## config.mk

```make
export PLATFORM = sky130hd
export DESIGN_NAME = mhpm_overflow_collector
export DESIGN_NICKNAME = d
export VERILOG_FILES = /design/src/rtl/mhpm_ovf_pkg.sv /design/src/rtl/mhpm_ovf_coalescer.sv /design/src/rtl/mhpm_overflow_collector.sv
export SDC_FILE = /design/constraint.sdc
export NUM_CORES = 1
export LEC_CHECK = 0
export CORE_ASPECT_RATIO = 1.4
export CORE_MARGIN = 8
export CORE_UTILIZATION = 25
export DETAILED_ROUTE_END_ITERATION = 8
export SYNTH_ARGS = -nofsm -noshare
export SYNTH_HDL_FRONTEND = slang
export SYNTH_SLANG_ARGS = --single-unit
```

## constraint.sdc

```tcl
create_clock -name clock -period 2.1 [get_ports clock]
set_input_delay 0.315 -clock clock [delete_from_list [all_inputs] [get_ports clock]]
set_output_delay 0.315 -clock clock [all_outputs]
set_load 0.01 [all_outputs]
```

## src/rtl/mhpm_ovf_pkg.sv

```systemverilog
// mhpm_ovf_pkg: shared sizes and the counter-to-overflow-vector mapping
package mhpm_ovf_pkg;
  localparam int NUM_HPM  = 29;
  localparam int CNT_BASE = 3;
  localparam int OVF_W    = 64;
  localparam int COREID_W = 8;
  localparam int CNT_W    = 16;
  function automatic logic [OVF_W-1:0] hpm_to_vec(input logic [NUM_HPM-1:0] v);
    hpm_to_vec = OVF_W'(v) << CNT_BASE;
  endfunction
endpackage

```

## src/rtl/mhpm_ovf_coalescer.sv

```systemverilog
// mhpm_ovf_coalescer: merges overflow vectors while the sink holds off and emits one-cycle beats
module mhpm_ovf_coalescer
  import mhpm_ovf_pkg::*;
(
  input  logic                clock,
  input  logic                reset,
  input  logic [OVF_W-1:0]    nv,
  input  logic [COREID_W-1:0] hart_id,
  input  logic                ready,
  output logic                valid,
  output logic [OVF_W-1:0]    vector,
  output logic [COREID_W-1:0] coreid,
  output logic [CNT_W-1:0]    coalesce_cnt
);
  logic [OVF_W-1:0] pend, merged;
  logic             fire;
  assign merged = pend | nv;
  assign fire   = ready && |merged;
  always_ff @(posedge clock or negedge reset) begin
    if (!reset) begin
      pend         <= '0;
      valid        <= 1'b0;
      vector       <= '0;
      coreid       <= '0;
      coalesce_cnt <= '0;
    end else begin
      valid  <= fire;
      coreid <= hart_id;
      pend   <= fire ? '0 : merged;
      if (fire) vector <= merged;
      // count only genuine merges into an already-pending vector, saturating
      if (!ready && |nv && |pend && ~&coalesce_cnt) coalesce_cnt <= coalesce_cnt + 1'b1;
    end
  end
endmodule

```

## src/rtl/mhpm_overflow_collector.sv

```systemverilog
// mhpm_overflow_collector: sticky OF bits, LCOFI pulse and difftest overflow event feed
module mhpm_overflow_collector
  import mhpm_ovf_pkg::*;
(
  input  logic                clock,
  input  logic                reset,
  input  logic [COREID_W-1:0] io_hartId,
  input  logic [NUM_HPM-1:0]  io_ovf_pulse,
  input  logic                io_of_wen,
  input  logic [4:0]          io_of_widx,
  input  logic                io_of_wdata,
  output logic [NUM_HPM-1:0]  io_of_bits,
  output logic                io_lcofi_set,
  input  logic                io_diff_ready,
  output logic                io_diff_enable,
  output logic                io_diff_valid,
  output logic [OVF_W-1:0]    io_diff_mhpmeventOverflow,
  output logic [COREID_W-1:0] io_diff_coreid,
  output logic [CNT_W-1:0]    io_coalesce_cnt
);
  logic [NUM_HPM-1:0] of, of_next, new_set;
  logic [OVF_W-1:0]   nv;
  always_comb begin
    new_set = io_ovf_pulse & ~of;
    of_next = of;
    // a hardware overflow wins over a same-cycle CSR write
    for (int i = 0; i < NUM_HPM; i++)
      of_next[i] = io_ovf_pulse[i] ? 1'b1 :
                   (io_of_wen && io_of_widx == 5'(CNT_BASE + i)) ? io_of_wdata : of[i];
  end
  assign nv = hpm_to_vec(new_set);
  always_ff @(posedge clock or negedge reset) begin
    if (!reset) begin
      of           <= '0;
      io_lcofi_set <= 1'b0;
    end else begin
      of           <= of_next;
      io_lcofi_set <= |new_set;
    end
  end
  assign io_of_bits     = of;
  assign io_diff_enable = io_diff_valid;
  mhpm_ovf_coalescer u_coalescer (
    .clock        (clock),
    .reset        (reset),
    .nv           (nv),
    .hart_id      (io_hartId),
    .ready        (io_diff_ready),
    .valid        (io_diff_valid),
    .vector       (io_diff_mhpmeventOverflow),
    .coreid       (io_diff_coreid),
    .coalesce_cnt (io_coalesce_cnt)
  );
endmodule
```

* Word-level counts from Yosys, hierarchy flattened
Cells that the tools add are included.
W data, S select, Z words.
** Word-level totals
- Input port bits :: 47
- Output and inout port bits :: 120
- Bits in registers :: 183
- Logic and storage cells :: 195
** Cells by class
- Reduce and logical (&&, ||, !) cells :: 68
- Equality and inequality tests :: 29
- Muxes and demuxes :: 59
- Bitwise gates (word level) :: 3
- $add $sub $neg :: 1
** Operators with widths (number)
- $reduce_or A64 Y1 :: 2
- $eq A5 B5 Y1 const B :: 16
- $mux W64 :: 1
- $or A64 B32 Y64 :: 1
- $mux W1 :: 58
- $reduce_bool A2 Y1 :: 29
- $eq A5 B4 Y1 const B :: 8
- $logic_and A1 B1 Y1 :: 33
- $and A29 B29 Y29 :: 1
- $not A29 Y29 :: 1
- $reduce_or A29 Y1 :: 1
- $eq A5 B3 Y1 const B :: 4
- $add A16 B1 Y16 const B :: 1
- $reduce_and A16 Y1 :: 1
- $eq A5 B2 Y1 const B :: 1
- $logic_not A1 Y1 :: 2

* Logic depth before layout (Yosys ltp)
Gate-level depths: netlist of run 1.
- Depth after elaboration :: 6
- Gate-level depth with buffers :: 8
- Depth with buffers taken out :: 6

* By module
Synthesis of run 1 repeated with hierarchy kept, for this count alone.
** Second synthesis, totals
- Cell total of the unflattened synthesis :: 747
- Area total of the unflattened synthesis :: 7761.2 um^2
** By module, submodules not included
- mhpm_ovf_coalescer :: area an instance 6024.5 um^2, instances 1, cells an instance 570
- mhpm_overflow_collector :: area an instance 1736.7 um^2, instances 1, cells an instance 177

* Worst setup path before layout of run 1
OpenSTA, ideal clock, no wires.
- Path kind :: reg2reg
- Start :: register u_coalescer.coalesce_cnt[0]
- End :: register u_coalescer.coalesce_cnt[1]
- Cell stages (with the launch flop) :: 7
- Setup slack :: 0.440 ns
- Clock period less this slack :: 1.660 ns
- Arrival time :: 1.536 ns
- Cells stage by stage :: dfrtp_1 > ha_1 > and4_1 > clkbuf_1 > nand3_1 > nand2_1 > mux2_2
** Between the ends
- Word-level cells in the longest chain between the ends :: 3
** Ends and longest elaborated chain
- start, declared :: RTL line mhpm_ovf_coalescer.sv:13 : output logic [CNT_W-1:0] coalesce_cnt
- start signal, assigned :: RTL line mhpm_ovf_coalescer.sv:32 : if (!ready && |nv && |pend && ~&coalesce_cnt) coalesce_cnt <= coalesce_cnt + 1'b1;
- parallel branches: the longest is 3 deep, another holds $add A16 B1 Y16
Several ways; the timed one is not identified.
A chain may end at the register's enable or synchronous reset.

* Final worst setup path of run 1
- Start :: input io_ovf_pulse[0]
- End :: register u_coalescer.coalesce_cnt[12]
** Between the ends
- Word-level cells in the longest chain between the ends :: 5
** Ends and longest elaborated chain
- start, declared :: RTL line mhpm_overflow_collector.sv:8 : input logic [NUM_HPM-1:0] io_ovf_pulse,
- $and A29 B29 Y29 :: RTL line mhpm_overflow_collector.sv:24 : new_set = io_ovf_pulse & ~of;
- $reduce_or A29 Y1 :: RTL line mhpm_ovf_coalescer.sv:32
- $logic_and A1 B1 Y1 (3 in series) :: RTL line mhpm_ovf_coalescer.sv:32
No other way between the ends.

==> impl_results.md, run 1 <==
* Number of buffers added on ports at 131
* Post-synthesis xor/xnor area fraction at 0.0232
* First-pass GRT wire length at 26500 um
* Detailed Route WL at 16600 um
* Hpwl dp at 13100 um
* Top post-synthesis cells by area: dfrtp_1 54%, mux2i_1 7.6%, buf_4 5.1%, nor2b_1 4.6%, nor2_1 4.5%
* GRT Total Usage at 0.132
* Initial core utilization at 0.252
* Post-synth EDFFs at 0
* Cells after Synth at 502
* Row cnt at 63
* Share of the synthesized area in the top cell type at 0.535
* Via Count at 4219
* Synthesis-to-finish area growth at 48.6%
* Async set-reset flop share out of synthesis at 1.00
* Total grt overflow at 0
* Yosys reg bits at 113
* Clk slew on worst S/H paths at 0.06 ns
* Critical Path Source Type: input pin
* Crit path kind: input pin to register
* Layout cell share with drive strength beyond 1 at 0.169
* Max-cap violations at 0
* Final Non-Filler Cells at 979
* Post-synthesis sequential area ratio at 0.535
* Highest routed layer: met4
* Vias/cell at 4.31
* Critical path arrival at 2.23 ns
* Hold Path Depth at 1
* Fin Hold WS at 0.339 ns
* Worst vdd ir at 0.549 mV
* Worst-Margin Slew at 0.535 ns
* Final #Nets at 752
* RD Place Congestion at 0.830
* Largest net degree at the start of global routing at 41
* Post-Syn Area at 5280 um^2
* Synth Area in Compound Gates at 0.0457
* Post-Synth Simple-Gate Area at 0.221
* Inserted Clock Buffers at 17
* Outcome: complete, no violations
* Unrepaired setup endpoints after global routing: false
* Max-slew violations at 0
* R2r worst-path depth at 7
* Slew HR at 0.643
* Final setup viols at 0
* Die area at 26100 um^2
* TritonCTS clock tree: yes
* Setup Buffers After CTS at 0
* Yosys cell types at 33
* Period utilization at 0.906
* Met2 WL at 8390 um
* Antenna-violating nets left at 0
* Synth area leader: dfrtp_1
* Met3 WL post-DR at 904 um
* Synth warn at 0
* Clock H-tree levels at 4
* Lkg Pwr at 0.00334 uW
* Pwr Density at 873 nW/um^2
* # DRC at 0
* Clk buf depth at 2
* Worst min-delay path category: input pin to register
* Die height at 188 um
* Max Fanout on Critical Path at 11
* Fmax at 526 MHz
* Dpl cells at 944
* Largest family of logic cells by synthesized area: simple AND/OR/NAND/NOR gates
* Syn_area_per_cell at 10.5 um^2
* Clk root buf: clkbuf_16
* Adder-cell area share of the yosys netlist at 0.00237
* Vias in the first global route at 4611
* Die Width at 139 um
* # fillers at 2085
* Top FF cell, synth: dfrtp_1
* Post-CTS sizing at 0
* Starting DRC count in detailed routing at 156
* Nature of the critical path endpoint: register
* Final min period at 1.90 ns
* Met1 WL at 6880 um
* Mux cell area share after synthesis at 0.0779
* Initial DRT Pass Iterations at 4
* WP data required at 2.43 ns
* Final core occ at 0.374
* Top-count cell post-synth: dfrtp_1
* Core area at 21000 um^2
* Initial antenna violation count at 2
* Post-DR wirelength/cell at 17.0 um
* Clk Latency, worst-skew pair at 0.41 ns
* Layout Skew at 0.0124 ns
* Final Hold Vio Count at 0
* Clock tree sinks at 113
* Top cells by count, synth: 113 x dfrtp_1, 63 x nor2_1, 40 x mux2i_1, 39 x nor2b_1, 36 x buf_4
* IO Pins at 167
[cell type report]
type	instances	area [um^2]	share of cell area
Sequential cell	113	2830	0.360
Antenna cell	2	5.00	0.000638
Multi-Input combinational cell	336	2090	0.267
Clock buffer	21	440	0.0561
Clock inverter	11	138	0.0175
Inverter	32	120	0.0153
Tap cell	260	325	0.0415
Timing Repair Buffer	204	1900	0.242
[critical path, cell delays in order]
cell and delay (ns):
clkdlybuf4s50_1 0.45, nor2b_1 0.17, nor4_1 0.38, nand4_1 0.17
o21ba_2 0.27, buf_4 0.18, nand4_1 0.11, mux2i_1 0.19
[power by group]
part	internal (uW)	total (uW)	switching, uW
Sequential	2360	2480	123
Combinational	765	1500	736
Clock	1860	2870	1010
Total	4980	6850	1870
[stage by stage]
step | TNS, ns | cell area, um^2 | power (uW) | setup slack, ns
after floorplan | 0 | 5410 | 3320 | 0.440
after global placement | -9.01 | 7250 | 4030 | -0.195
after detailed placement | -9.12 | 7250 | 4030 | -0.210
after CTS | 0 | 7840 | 6930 | 0.221
after global routing | 0 | 7850 | 7170 | 0.0380
final | 0 | 7850 | 6850 | 0.197
[per-layer routing]
metal | vias up | global-route usage
li1 | 2031 | -
met1 | 2018 | 0.146
met2 | 146 | 0.228
met3 | 24 | 0.0405
met4 | 0 | 0.0623
met5 | - | 0
[cell usage in the layout, fill, tap and decap left out, drive strengths merged, types with 9 or more instances in the layout]
| cell type | count |
|---|---|
| clkbuf | 21 |
| nor2 | 78 |
| nor4 | 16 |
| nor3 | 11 |
| inv | 33 |
| nand2b | 15 |
| conb | 35 |
| nand2 | 9 |
| mux2i | 40 |
| nand3 | 12 |
| nor2b | 39 |
| buf | 73 |
| clkdlybuf4s50 | 130 |
| nand4 | 20 |
| dfrtp | 113 |
| xnor2 | 14 |
[cell families (layout without fill, tap and decap cells)]
| logic type | count (synthesis) | count (layout) |
|---|---|---|
| simple gates | 216 | 216 |
| flops | 113 | 113 |
| buf+inv | 87 | 268 |
| mux | 41 | 41 |
| compound gates | 29 | 29 |
| xor+xnor | 14 | 14 |
| fa+ha+maj | 1 | 1 |
| other cells | 1 | 37 |
[sequential cells by signal, summed over array words and instances, names as in the netlist]
name	cells
io_lcofi_set	1
io_of_bits	29
u_coalescer.coalesce_cnt	16
u_coalescer.coreid	8
u_coalescer.pend	29
u_coalescer.valid	1
u_coalescer.vector	29
[final timing paths]
path,slack (ns),start,to
worst max-delay path,0.20,io_ovf_pulse[0],u_coalescer.coalesce_cnt[12]
worst min-delay path,0.34,io_hartId[5],u_coalescer.coreid[5]
worst max register to register,0.25,u_coalescer.pend[20],u_coalescer.coalesce_cnt[12]
worst min register to register,0.50,u_coalescer.coalesce_cnt[10],u_coalescer.coalesce_cnt[10]
max in group asynchronous,1.02,reset,u_coalescer.vector[27]
min in group asynchronous,0.44,reset,u_coalescer.vector[14]
[what timing repair did]
| item | 4_1_cts | 5_1_grt |
|---|---|---|
| endpoints found under the hold margin | 36 | 0 |
| hold buffers | 1 | 0 |
| endpoints found under the setup margin | 0 | 0 |
Note: power is estimated with default switching activity, not from simulation.
==> inputs of run 2 (changes only) <==
CORE_UTILIZATION = 63   (was 25)
DONT_BUFFER_PORTS = 1   (was not set)
PLACE_DENSITY = 0.79   (was not set)
==> run 2 against run 1 <==
Compared with the run above: the flow now finishes with violations (hold timing); non-clock buffer count down 172; clock skew decreased by 0.0077 ns; critical path depth fell by 1; count of clock-buffer cells in the layout rose by 2; critical endpoint unchanged.
==> impl_results.md, run 2 (synthesized netlist as in run 1, its figures left out) <==
* Outcome: finished, violations left
* Failing checks: hold timing
* # DRC at 0 (unchanged)
* Final #Nets at 580 (-23%)
* CP delay by family, top: simple AND/OR/NAND/NOR gates
* Die Width at 93.4 um (-33%)
* Fmax at 496 MHz (-5.6%)
* Clock tree sinks at 113 (unchanged)
* Final Hold Vio Count at 113 (+113)
* Hold Buf Count CTS at 13 (+12)
* GRT Total Usage at 0.242 (+0.110)
* Clock power share at 0.429 (+0.010)
* Slowest stage cell, crit path: nor4_1
* Detailed Route WL at 13900 um (-16%)
* Starting DRC count in detailed routing at 309 (+98%)
* Worst path cell trace: nor2b_1 -> nor4_1 -> nand4_1 -> o21ba_2 -> buf_4 -> nand4_1 -> mux2i_1
* Final worst-path setup slack at 0.0851 ns (-0.112 ns)
* Period utilization at 0.959 (+0.0535)
* Initial DRT Pass Iterations at 5 (+1)
* Initial antenna violation count at 1 (-1)
* Critical Path Source Type: register
* IO Pins at 167 (unchanged)
* Crit-path most repeated cell: nand4_1
* Inserted Clock Buffers at 17 (unchanged)
* Sw Share at 0.270 (-0.00327)
* Final min period at 2.01 ns (+0.112 ns)
* Setup TNS at 0 ns (unchanged)
* Lkg Pwr at 0.00261 uW (-22%)
* FF-to-FF setup slack at 0.09 ns (-0.16 ns)
* Highest routed layer: met4
* Total grt overflow at 0 (unchanged)
* WP data required at 2.43 ns (about the same)
* Hpwl dp at 10200 um (-22%)
* Die height at 124 um (-34%)
* Slowest Stage Delay on Critical Path at 0.46 ns (about the same)
* Layout cell share with drive strength beyond 1 at 0.122 (-0.0472)
* Via Count at 3796 (-10%)
* RD Place Congestion at 0.878 (+5.8%)
* Clk root buf: clkbuf_16
* Initial core utilization at 0.648 (+0.396)
* Sequential share of power at 0.429 (+0.067)
* Clk Latency, worst-skew pair at 0.41 ns (about the same)
* Max-slew violations at 0 (unchanged)
* Synthesis-to-finish area growth at 13.8%
* Int Pwr at 4420 uW (-11%)
* First-pass GRT wire length at 21400 um (-19%)
* Post-DR wirelength/cell at 21.6 um (+27%)
* Met2 WL at 7120 um (-15%)
* Met3 WL post-DR at 1650 um (+82%)
* Commonest cells after routing, fill and taps aside: 113 x dfrtp_1, 63 x nor2_1, 40 x mux2i_1, 39 x nor2b_1, 35 x conb_1
* DP Worst Slack at 0.123 ns (+0.333 ns)
* Vias/cell at 5.88 (+36%)
* Clock H-tree levels at 4 (unchanged)
* Nature of the critical path endpoint: register
* TritonCTS clock tree: yes
* Unrepaired setup endpoints after global routing: false
* Bufs and invs on worst path at 1 (-1)
* Final setup viols at 0 (unchanged)
* Row cnt at 39 (-38%)
* Slew HR at 0.628 (-0.0157)
* Post-CTS sizing at 0 (unchanged)
* Vias in the first global route at 4026 (-13%)
* Antenna-violating nets left at 0 (unchanged)
* Core area at 8150 um^2 (-61%)
* Layout Skew at 0.00471 ns (-0.00768 ns)
* Setup Buffers After CTS at 0 (unchanged)
* Most common library cell in the layout ignoring fill and taps: dfrtp_1
* Number of buffers added on ports at 0 (-100%)
* Clk buf depth at 2 (unchanged)
* Clk slew on worst S/H paths at 0.05 ns (about the same)
* Max Fanout on Critical Path at 14 (+3)
* Met1 WL at 4580 um (-33%)
* Pwr Density at 1010 nW/um^2 (+16%)
* Worst min-delay path category: input pin to async pin
* Crit path kind: register to register
* Combinational power share at 0.142 (-0.077)
* Worst vdd ir at 0.833 mV (+52%)
* NetSw at 1640 uW (-13%)
* Max-cap violations at 0 (unchanged)
* Worst-Margin Slew at 0.554 ns (+0.0193 ns)
* Largest net degree at the start of global routing at 114 (+180%)
* Fin Hold WS at -0.400 ns (-0.740 ns)
* Critical path arrival at 2.35 ns (+0.12 ns)
* Die area at 11600 um^2 (-56%)
==> run 2: routing by layer <==
| metal | global-route usage | up-vias |
|---|---|---|
| met2 | 0.401 | 211 |
| met4 | 0.138 | 0 |
| met5 | 0 | - |
| met1 | 0.236 | 1867 |
| met3 | 0.118 | 44 |
| li1 | - | 1674 |
==> run 2: stage by stage <==
step | power [uW] | cell area, um^2 | instances | util
after global routing | 6270 | 6010 | 646 | 0.737
after detailed placement | 3470 | 5340 | 602 | 0.655
after global placement | 3440 | 5340 | 602 | 0.655
final | 6060 | 6010 | 646 | 0.737
after CTS | 6080 | 6010 | 645 | 0.737
after floorplan | 3320 | 5410 | 536 | -
==> run 2: final timing paths <==
| path | startpoint | end | cells past startpoint |
|---|---|---|---|
| min | reset | u_coalescer.coreid[0] | 0 |
| min in group clock | io_ovf_pulse[28] | io_of_bits[28] | 1 |
| min reg2reg | u_coalescer.pend[25] | u_coalescer.pend[25] | 2 |
| max | io_of_bits[5] | u_coalescer.coalesce_cnt[12] | 7 |
| max reg2reg | io_of_bits[5] | u_coalescer.coalesce_cnt[12] | 7 |
| max in group asynchronous | reset | u_coalescer.vector[28] | 0 |
==> run 2: power by group through the flow <==
| stage | Clock [uW] | Sequential [uW] | Combinational (uW) |
|---|---|---|---|
| 2_1_floorplan | 0 | 2560 | 759 |
| 3_3_place_gp | 0 | 2630 | 809 |
| 3_5_place_dp | 0 | 2640 | 830 |
| 4_1_cts | 2620 | 2600 | 855 |
| 5_1_grt | 2720 | 2620 | 927 |
| 6_report | 2600 | 2600 | 863 |
==> run 2: layout make-up <==
class                           instances  area, um^2
Antenna cell                            1        2.50
Clock buffer                           23         478
Clock inverter                          7        60.1
Fill cell                             538        2140
Inverter                               32         120
Multi-Input combinational cell        336        2090
Sequential cell                       113        2830
Tap cell                              102         128
Timing Repair Buffer                   32         298
==> inputs of run 3 (changes only) <==
CORE_UTILIZATION = 45   (was 63)
PLACE_DENSITY = not set   (was 0.79)
TNS_END_PERCENT = 30   (was not set)
==> run 3 against run 2 <==
Compared with the run above: the flow still finishes with violations (hold timing); final area is 2.0% higher; first-iteration DRC count is 31% lower; sequential share of layout area is 0.90 points lower; hold slack better by 0.0052 ns; largest power group is now clock.
==> impl_results.md, run 3 (synthesized netlist as in run 1, its figures left out) <==
* Worst path cell trace: nor2b_1 -> nor2_1 -> nand4_1 -> nor4_4 -> a21boi_4 -> buf_12 -> mux2i_1
* Crit path depth at 7 (unchanged)
* WP data required at 2.37 ns (-0.06 ns)
* Clock H-tree levels at 4 (unchanged)
* # DRC at 0 (unchanged)
* Inserted Clock Buffers at 17 (unchanged)
* Lkg Pwr at 0.00263 uW (+0.90%)
* Final setup viols at 0 (unchanged)
* Largest net degree at the start of global routing at 114 (unchanged)
* TritonCTS clock tree: yes
* Core area at 11600 um^2 (+43%)
* FF-to-FF setup slack at 0.13 ns (+0.04 ns)
* Vias/cell at 5.39 (-8.3%)
* Max-cap violations at 0 (unchanged)
* Row cnt at 47 (+21%)
* Hpwl dp at 11000 um (+8.0%)
* Layout cell share with drive strength beyond 1 at 0.134 (+0.0122)
* Period utilization at 0.939 (-0.0209)
* Via Count at 3735 (-1.6%)
* Max-slew violations at 0 (unchanged)
* Clk buf depth at 2 (unchanged)
* Die Width at 108 um (+15%)
* R2R Path Start: io_of_bits[1]
* Antenna-violating nets left at 0 (unchanged)
* Post-DR wirelength/cell at 20.9 um (-3.1%)
* Clk slew on worst S/H paths at 0.05 ns (about the same)
* Pwr Density at 1000 nW/um^2 (-0.34%)
* CP delay by family, top: simple AND/OR/NAND/NOR gates
* Initial antenna violation count at 0 (-1)
* Dpl cells at 651 (+8.1%)
* Fin Hold WS at -0.395 ns (+0.00523 ns)
* Crit path kind: register to register
* Clk Latency, worst-skew pair at 0.41 ns (about the same)
* RD Place Congestion at 0.883 (+0.56%)
* Ant diodes at 0 (-1)
* Die height at 144 um (+16%)
* Worst-Margin Slew at 0.565 ns (+0.0108 ns)
* Die area at 15500 um^2 (+34%)
* Synthesis-to-finish area growth at 16.0%
* Worst vdd ir at 0.720 mV (-14%)
* Slowest stage cell, crit path: dfrtp_1
* Worst min-delay path category: input pin to async pin
* Critical Path Source Type: register
* Final #Nets at 583 (+0.52%)
* Final core occ at 0.526 (-0.211)
* Failing checks: hold timing
* IO Pins at 167 (unchanged)
* Final min period at 1.97 ns (-0.0438 ns)
* DP Worst Slack at 0.0921 ns (-0.0309 ns)
* Critical path arrival at 2.24 ns (-0.11 ns)
* Detailed Route WL at 14500 um (+3.9%)
* Crit path to: u_coalescer.vector[17]
* Final Non-Filler Cells at 693 (+7.3%)
* Layout Skew at 0.00765 ns (+0.00294 ns)
* Unrepaired setup endpoints after global routing: false
* Slew HR at 0.622 (-0.00516)
* Starting DRC count in detailed routing at 214 (-31%)
* Fmax at 507 MHz (+2.2%)
* Most common library cell in the layout ignoring fill and taps: dfrtp_1
* Number of buffers added on ports at 0 (unchanged)
* R2r worst-path depth at 7 (unchanged)
* Clock tree sinks at 113 (unchanged)
* Total grt overflow at 0 (unchanged)
* Setup crit start: io_of_bits[1]
* Final Hold Vio Count at 113 (unchanged)
* Setup TNS at 0 ns (unchanged)
* Slowest Stage Delay on Critical Path at 0.45 ns (about the same)
* Outcome: finished, violations left
* GRT Total Usage at 0.192 (-0.0500)
* Commonest cells after routing, fill and taps aside: 113 x dfrtp_1, 61 x nor2_1, 40 x mux2i_1, 38 x nor2b_1, 35 x conb_1
* Initial DRT Pass Iterations at 4 (-1)
* Max Fanout on Critical Path at 38 (+24)
* Clk root buf: clkbuf_16
* R2R Path End: u_coalescer.vector[17]
* Bufs and invs on worst path at 1 (unchanged)
* Nature of the critical path endpoint: register
* Final worst-path setup slack at 0.129 ns (+0.0438 ns)
* First-pass GRT wire length at 22400 um (+4.6%)
* Vias in the first global route at 4002 (-0.60%)
* Initial core utilization at 0.454 (-0.195)
[run 3: cell types whose count changed in the layout (fill, tap and decap cells not counted), moves of 2 or more]
cell / delta
buf_4: +4
clkbuf_8: +2
clkinv_2: -5
clkinvlp_4: +2
nor2_1: -2
nor2_2: +2
[run 3: worst reg2reg max path, cell delays in order (launching register included)]
cell	delay, ns
dfrtp_1	0.45
nor2b_1	0.13
nor2_1	0.25
nand4_1	0.20
nor4_4	0.32
a21boi_4	0.12
buf_12	0.21
mux2i_1	0.15
[run 3: how the worst min path moves through the flow]
stage / from / endpoint / slack, ns / depth (start not counted)
2_1_floorplan: reset / io_lcofi_set / 0.02 / 0
3_3_place_gp: reset / u_coalescer.coreid[6] / 0.02 / 0
3_5_place_dp: reset / u_coalescer.coreid[6] / 0.02 / 0
4_1_cts: reset / io_of_bits[26] / -0.41 / 0
5_1_grt: reset / io_of_bits[24] / -0.41 / 0
6_report: reset / u_coalescer.coreid[1] / -0.40 / 0
[run 3: final cells by class]
class / count / area, um^2
clock buffers: 26 / 509
multi-input cells: 336 / 2120
well taps: 147 / 184
inverters: 32 / 120
fillers: 1070 / 5520
repair buffers: 35 / 318
flip-flops and latches: 113 / 2830
clock inverters: 4 / 50.0
[run 3: power breakdown]
group | switching (uW) | internal [uW] | total, uW | leakage, uW
logic | 479 | 390 | 868 | 0.000973
clock network | 926 | 1770 | 2690 | 0.000269
registers | 237 | 2360 | 2600 | 0.00139
[run 3: timing repair]
item,4_1_cts,5_1_grt
endpoints found under the setup margin,0,3
resized for setup,0,5
hold endpoints to repair,124,114
buffers inserted,0,0
hold buffers,11,1
[run 3: metal layers]
metal | share of wire | track usage | routed length (um) | up-vias
met3 | 0.11 | 0.0910 | 1600 | 22
met2 | 0.52 | 0.328 | 7470 | 176
met4 | 0.025 | 0.0814 | 357 | 0
met1 | 0.35 | 0.195 | 5070 | 1858
li1 | - | - | - | 1679
met5 | 0 | 0 | 0 | -
[run 3: metrics by stage]
step | hold slack [ns] | total power (uW) | cell area (um^2)
floorplan | 0.0194 | 3320 | 5410
global placement | 0.0225 | 3460 | 5420
detailed placement | 0.0227 | 3470 | 5420
CTS | -0.411 | 6200 | 6090
global route | -0.414 | 6410 | 6130
finish | -0.395 | 6160 | 6130
